==> config.mk <==
export PLATFORM = sky130hd
export DESIGN_NAME = calc1_port_scheduler
export DESIGN_NICKNAME = d
export VERILOG_FILES = /design/src/rtl/calc1_sched_pkg.sv /design/src/rtl/calc1_rr_arbiter.sv /design/src/rtl/calc1_port_scheduler.sv
export SDC_FILE = /design/constraint.sdc
export NUM_CORES = 1
export LEC_CHECK = 0
export CORE_AREA = 3 3 150 152
export CTS_CLUSTER_DIAMETER = 80
export DETAILED_ROUTE_END_ITERATION = 6
export DIE_AREA = 0 0 153 155
export MAX_ROUTING_LAYER = met4
export PLACE_DENSITY_LB_ADDON = 0.15
export SYNTH_ARGS = -nofsm -noshare
export SYNTH_HDL_FRONTEND = slang
export SYNTH_SLANG_ARGS = --single-unit
==> constraint.sdc <==
create_clock -name c_clk -period 4.4 [get_ports c_clk]
set_clock_uncertainty 0.2 [all_clocks]
set_input_delay 1.32 -clock c_clk [delete_from_list [all_inputs] [get_ports c_clk]]
set_output_delay 1.32 -clock c_clk [all_outputs]
set_load 0.02 [all_outputs]
==> src/rtl/calc1_sched_pkg.sv <==
// rtl/calc1_sched_pkg.sv - shared constants, state encoding and helpers for the calc1 port scheduler
package calc1_sched_pkg;

    localparam logic [3:0] CMD_NOP = 4'd0;
    localparam logic [3:0] CMD_ADD = 4'd1;
    localparam logic [3:0] CMD_SUB = 4'd2;
    localparam logic [3:0] CMD_SHL = 4'd5;
    localparam logic [3:0] CMD_SHR = 4'd6;

    localparam logic [1:0] RSP_NONE    = 2'd0;
    localparam logic [1:0] RSP_OK      = 2'd1;
    localparam logic [1:0] RSP_ERR     = 2'd2;
    localparam logic [1:0] RSP_TIMEOUT = 2'd3;

    typedef enum logic [2:0] {
        ST_IDLE   = 3'd0,
        ST_ISSUE1 = 3'd1,
        ST_ISSUE2 = 3'd2,
        ST_WAIT   = 3'd3,
        ST_RESP   = 3'd4
    } sched_state_t;

    // Only these commands are ever forwarded to calc1; anything else is rejected locally.
    function automatic logic cmd_is_valid(input logic [3:0] cmd);
        return (cmd == CMD_ADD) || (cmd == CMD_SUB) || (cmd == CMD_SHL) || (cmd == CMD_SHR);
    endfunction

endpackage

==> src/rtl/calc1_rr_arbiter.sv <==
// rtl/calc1_rr_arbiter.sv - round-robin one-hot grant starting at a pointer and wrapping upward
module calc1_rr_arbiter #(
    parameter int NUM_REQ = 4,
    parameter int PTR_W   = (NUM_REQ > 1) ? $clog2(NUM_REQ) : 1
) (
    input  logic [NUM_REQ-1:0] i_req,
    input  logic [PTR_W-1:0]   i_ptr,
    output logic [NUM_REQ-1:0] o_grant
);

    logic w_found;

    // First pass covers ptr..top, second pass wraps to 0..ptr-1.
    always_comb begin
        o_grant = '0;
        w_found = 1'b0;
        for (int j = 0; j < NUM_REQ; j++) begin
            if (!w_found && i_req[j] && (j >= int'(i_ptr))) begin
                o_grant[j] = 1'b1;
                w_found    = 1'b1;
            end
        end
        for (int j = 0; j < NUM_REQ; j++) begin
            if (!w_found && i_req[j]) begin
                o_grant[j] = 1'b1;
                w_found    = 1'b1;
            end
        end
    end

endmodule

==> src/rtl/calc1_port_scheduler.sv <==
// rtl/calc1_port_scheduler.sv - shares one calc1 port among NUM_REQ requesters, one operation at a time
module calc1_port_scheduler
    import calc1_sched_pkg::*;
#(
    parameter int NUM_REQ        = 4,
    parameter int TIMEOUT_CYCLES = 64,
    parameter int DATA_W         = 32
) (
    input  logic                      c_clk,
    input  logic                      reset,
    input  logic [NUM_REQ-1:0]        req_valid,
    output logic [NUM_REQ-1:0]        req_ready,
    input  logic [4*NUM_REQ-1:0]      req_cmd,
    input  logic [DATA_W*NUM_REQ-1:0] req_op1,
    input  logic [DATA_W*NUM_REQ-1:0] req_op2,
    output logic [NUM_REQ-1:0]        rsp_valid,
    output logic [1:0]                rsp_code,
    output logic [DATA_W-1:0]         rsp_data,
    output logic [3:0]                calc_cmd_out,
    output logic [DATA_W-1:0]         calc_data_out,
    input  logic [1:0]                calc_resp_in,
    input  logic [DATA_W-1:0]         calc_data_in,
    output logic                      busy,
    output logic                      err_spurious
);

    localparam int PTR_W = (NUM_REQ > 1) ? $clog2(NUM_REQ) : 1;
    localparam int CNT_W = $clog2(TIMEOUT_CYCLES) + 1;

    sched_state_t        r_state;
    logic [PTR_W-1:0]    r_ptr;
    logic [PTR_W-1:0]    r_gnt_idx;
    logic [3:0]          r_cmd;
    logic [DATA_W-1:0]   r_op1;
    logic [DATA_W-1:0]   r_op2;
    logic [CNT_W-1:0]    r_cnt;
    logic [1:0]          r_res_code;
    logic [DATA_W-1:0]   r_res_data;
    logic [NUM_REQ-1:0]  r_rsp_valid;
    logic [1:0]          r_rsp_code;
    logic [DATA_W-1:0]   r_rsp_data;
    logic                r_err_spurious;

    logic [NUM_REQ-1:0]  w_grant;
    logic [PTR_W-1:0]    w_gnt_idx;
    logic [3:0]          w_sel_cmd;
    logic [DATA_W-1:0]   w_sel_op1;
    logic [DATA_W-1:0]   w_sel_op2;
    logic                w_accept;

    calc1_rr_arbiter #(
        .NUM_REQ (NUM_REQ),
        .PTR_W   (PTR_W)
    ) u_arb (
        .i_req   (req_valid),
        .i_ptr   (r_ptr),
        .o_grant (w_grant)
    );

    always_comb begin
        w_gnt_idx = '0;
        w_sel_cmd = '0;
        w_sel_op1 = '0;
        w_sel_op2 = '0;
        for (int i = 0; i < NUM_REQ; i++) begin
            if (w_grant[i]) begin
                w_gnt_idx = PTR_W'(i);
                w_sel_cmd = req_cmd[4*i +: 4];
                w_sel_op1 = req_op1[DATA_W*i +: DATA_W];
                w_sel_op2 = req_op2[DATA_W*i +: DATA_W];
            end
        end
    end

    // Gated by reset so a request presented during reset is never acknowledged.
    assign w_accept  = (r_state == ST_IDLE) && !reset && (|req_valid);
    assign req_ready = w_accept ? w_grant : '0;

    always_comb begin
        calc_cmd_out  = '0;
        calc_data_out = '0;
        case (r_state)
            ST_ISSUE1: begin
                calc_cmd_out  = r_cmd;
                calc_data_out = r_op1;
            end
            ST_ISSUE2: begin
                calc_cmd_out  = CMD_NOP;
                calc_data_out = r_op2;
            end
            default: begin
                calc_cmd_out  = '0;
                calc_data_out = '0;
            end
        endcase
    end

    assign busy         = (r_state != ST_IDLE);
    assign rsp_valid    = r_rsp_valid;
    assign rsp_code     = r_rsp_code;
    assign rsp_data     = r_rsp_data;
    assign err_spurious = r_err_spurious;

    always_ff @(posedge c_clk) begin
        if (reset) begin
            r_state        <= ST_IDLE;
            r_ptr          <= '0;
            r_gnt_idx      <= '0;
            r_cmd          <= '0;
            r_op1          <= '0;
            r_op2          <= '0;
            r_cnt          <= '0;
            r_res_code     <= RSP_NONE;
            r_res_data     <= '0;
            r_rsp_valid    <= '0;
            r_rsp_code     <= RSP_NONE;
            r_rsp_data     <= '0;
            r_err_spurious <= 1'b0;
        end else begin
            r_rsp_valid <= '0;
            r_rsp_code  <= RSP_NONE;
            r_rsp_data  <= '0;

            if ((calc_resp_in != RSP_NONE) && (r_state != ST_WAIT)) begin
                r_err_spurious <= 1'b1;
            end

            case (r_state)
                ST_IDLE: begin
                    if (w_accept) begin
                        r_gnt_idx <= w_gnt_idx;
                        r_cmd     <= w_sel_cmd;
                        r_op1     <= w_sel_op1;
                        r_op2     <= w_sel_op2;
                        if (cmd_is_valid(w_sel_cmd)) begin
                            r_state <= ST_ISSUE1;
                        end else begin
                            r_res_code <= RSP_ERR;
                            r_res_data <= '0;
                            r_state    <= ST_RESP;
                        end
                    end
                end
                ST_ISSUE1: begin
                    r_state <= ST_ISSUE2;
                end
                ST_ISSUE2: begin
                    r_cnt   <= '0;
                    r_state <= ST_WAIT;
                end
                ST_WAIT: begin
                    r_cnt <= r_cnt + 1'b1;
                    // A response beats a timeout landing in the same cycle.
                    if (calc_resp_in != RSP_NONE) begin
                        if (calc_resp_in == RSP_OK) begin
                            r_res_code <= RSP_OK;
                            r_res_data <= calc_data_in;
                        end else begin
                            r_res_code <= RSP_ERR;
                            r_res_data <= '0;
                        end
                        r_state <= ST_RESP;
                    end else if (r_cnt == CNT_W'(TIMEOUT_CYCLES - 1)) begin
                        r_res_code <= RSP_TIMEOUT;
                        r_res_data <= '0;
                        r_state    <= ST_RESP;
                    end
                end
                ST_RESP: begin
                    r_rsp_valid[r_gnt_idx] <= 1'b1;
                    r_rsp_code             <= r_res_code;
                    r_rsp_data             <= r_res_data;
                    r_ptr   <= (r_gnt_idx == PTR_W'(NUM_REQ - 1)) ? '0 : r_gnt_idx + 1'b1;
                    r_state <= ST_IDLE;
                end
                default: begin
                    r_state <= ST_IDLE;
                end
            endcase
        end
    end

endmodule

==> results.toml <==
[status]
status = "completed"

[yosys]
postSynthCellCount = 735
syn_nets = 1052
synth_edf_count = 0
synth_cell_types = 42
yosysMostFrequentCell = "dfxtp_1"
synth-seq-cells = 155
synth_seq_area_share = 0.458
synth_flop_cell = "dfxtp_1"
synth_top_area_frac = 0.458
synth.avg_cell_area_sq_um = 9.22
synth_top_area_cell = "dfxtp_1"
ys_warn_count = 0
synth_area_sq_um = 6780
synthTopCellsByCount = "155 x dfxtp_1, 76 x a21oi_1, 75 x o21ai_0"
synthArstFlopShare = 0
synthTopCellsByArea = "dfxtp_1 46%, a221oi_1 8.5%, a22o_1 8.3%, a22oi_1 7.8%, a21oi_1 5.6%"

[routing]
vias = 7417
dr_wl_met3_mm = 2.03
route.detailed.drc = 0
first_pass_iters = 5
via_per_inst = 5.34
ant_nets = 0
top_layer_used = "met4"
routed_wirelength_mm = 28.7
wl_met2_mm = 15.0
drt-wirelength-per-cell_microns = 20.7
first_iter_violations = 455
wl_met1_mm = 11.1

[global_routing]
grt_max_degree = 77
grt-ovfl-total = 0
grt_pass1_vias = 7331
grt_pass1_wl_mm = 42.6
grt_antenna_before_repair = 2
grt.total_usage = 0.236

[clocking]
tritoncts = "built"
cts_root_buf = "clkbuf_16"
numCtsBuffers = 17
clkLatencyLatePin_ns = 0.42
htreeDepth = 4
holdBufCountCts = 0
cts.sinks = 155
clk_pin_slew_ns = 0.08
clk_path_buf_depth = 2

[die]
placementRows = 53
die_x_microns = 153
start_util = 0.320
die-area_sq_um = 23700
io_pins = 392
die_height_microns = 155
core_sq_um = 21200

[sta]
fin_crit_ns = 4.32
rsz0062_at_grt = "false"
hold_viol = 0
max-slew-margin-rel = 0.416
worst_slew_pin_slew_ns = 0.876
fmax_ghz = 0.231
fin_crit_sh = 0.982
drv_slew = 0
setup_viol = 0

[power_and_ir_drop]
power.leakage_nw = 4.31
finalPower_mw = 4.71
ir_drop_uv = 255
power_density_nw_per_um2 = 406

[worst_setup_path]
crit_type = "in2out"
critPathArrivalTime_ns = 2.80
crit_path_end_kind = "primary output"
cp_max_fo = 7
required_ns = 2.88
cp-start-kind = "primary input"

[job]
max_cap_violations = 0

[finish]
fin_area_sq_um = 11600
fillCellCount = 1959
layout.nets = 1415
syn_to_final_growth_pct = 70.9
final_layout_size_suffix_gt1_frac = 0.0693

[placement]
place_congestion = 0.853
portBuffers = 391
place_area_sq_um = 11000
post-dp-hpwl_mm = 20.8

[min_path]
hold_class = "reg2reg"
cells by family after synthesis:
family          synth area share
compound gates             0.387
xor+xnor                 0.00129
fa+ha+maj                0.00923
simple gates              0.0914
flops                      0.458
mux                      0.00369
buf+inv                   0.0499
critical path, stage by stage:
cell             delay, ns
clkdlybuf4s50_1       0.43
buf_4                 0.17
o21a_1                0.18
o22ai_1               0.18
and3_1                0.17
dlygate4sd2_1         0.36
sequential cells by signal (all words and copies together), names as in the netlist:
name / cells
r_op1: 32
r_res_data: 32
rsp_valid: 4
err_spurious: 1
r_ptr: 2
r_cmd: 4
r_cnt: 7
rsp_data: 32
r_state: 3
r_op2: 32
r_gnt_idx: 2
rsp_code: 2
r_res_code: 2
area by class of cell:
cell class	count	area, sq um	area share
clock inverters	15	193	0.0166
well taps	275	344	0.0297
flip-flops and latches	155	3100	0.268
clock buffers	17	425	0.0367
inverters	7	26.3	0.00227
repair buffers	419	4120	0.356
multi-input cells	498	3360	0.291
diodes	2	5.00	0.000432
final timing paths:
| check | depth (start not counted) | slack [ns] | to | from |
|---|---|---|---|---|
| max | 6 | 0.08 | req_ready[0] | req_valid[2] |
| min | 1 | 0.25 | rsp_data[12]$_SDFF_PP0_ | r_res_data[12]$_SDFFE_PP0P_ |
| max reg2reg | 9 | 1.14 | r_res_data[27]$_SDFFE_PP0P_ | r_ptr[1]$_SDFFE_PP0N_ |
| min reg2reg | 1 | 0.25 | rsp_data[12]$_SDFF_PP0_ | r_res_data[12]$_SDFFE_PP0P_ |
metal layers:
| layer | vias to the layer above | track usage |
|---|---|---|
| li1 | 3578 | - |
| met1 | 3502 | 0.269 |
| met2 | 299 | 0.413 |
| met3 | 38 | 0.0559 |
| met4 | 0 | 0.0730 |
| met5 | - | - |
metrics by stage:
stage                     hold WS [ns]   util  TNS, ns  instances  worst slack, ns
final                            0.251  0.547        0       1388           0.0773
after global routing             0.268  0.547        0       1388          0.00421
after CTS                        0.256  0.547        0       1386          0.00259
after detailed placement         0.238  0.518    -5.01       1354           -0.338
after global placement           0.233  0.518    -2.79       1354           -0.258
after floorplan                  0.229      -        0        735            0.209
timing repair:
action | CTS | global route
endpoints found under the setup margin | 4 | 3
setup buffers | 0 | 0
gates resized for setup | 7 | 4
pin swaps | 0 | 0
layout by cell type (no fill, tap or decap), drive strengths merged, types with 5 or more instances in the layout:
cell type / Yosys / layout
a21oi: 76 / 76
a221oi: 67 / 67
a22o: 64 / 64
a22oi: 70 / 70
and2: 47 / 47
buf: 4 / 28
clkbuf: 71 / 18
clkdlybuf4s50: 0 / 387
clkinv: 0 / 6
dfxtp: 155 / 155
ha: 5 / 5
inv: 7 / 15
nand2: 14 / 14
nand3: 9 / 9
nor2: 24 / 24
nor3: 7 / 7
o21ai: 76 / 76
report_power, final:
group	switching (mW)	total (mW)	internal (mW)
logic	0.800	1.48	0.680
clock network	0.728	1.51	0.780
registers	0.122	1.72	1.60
total	1.65	4.71	3.06
Power figures use the tool's default switching activity.
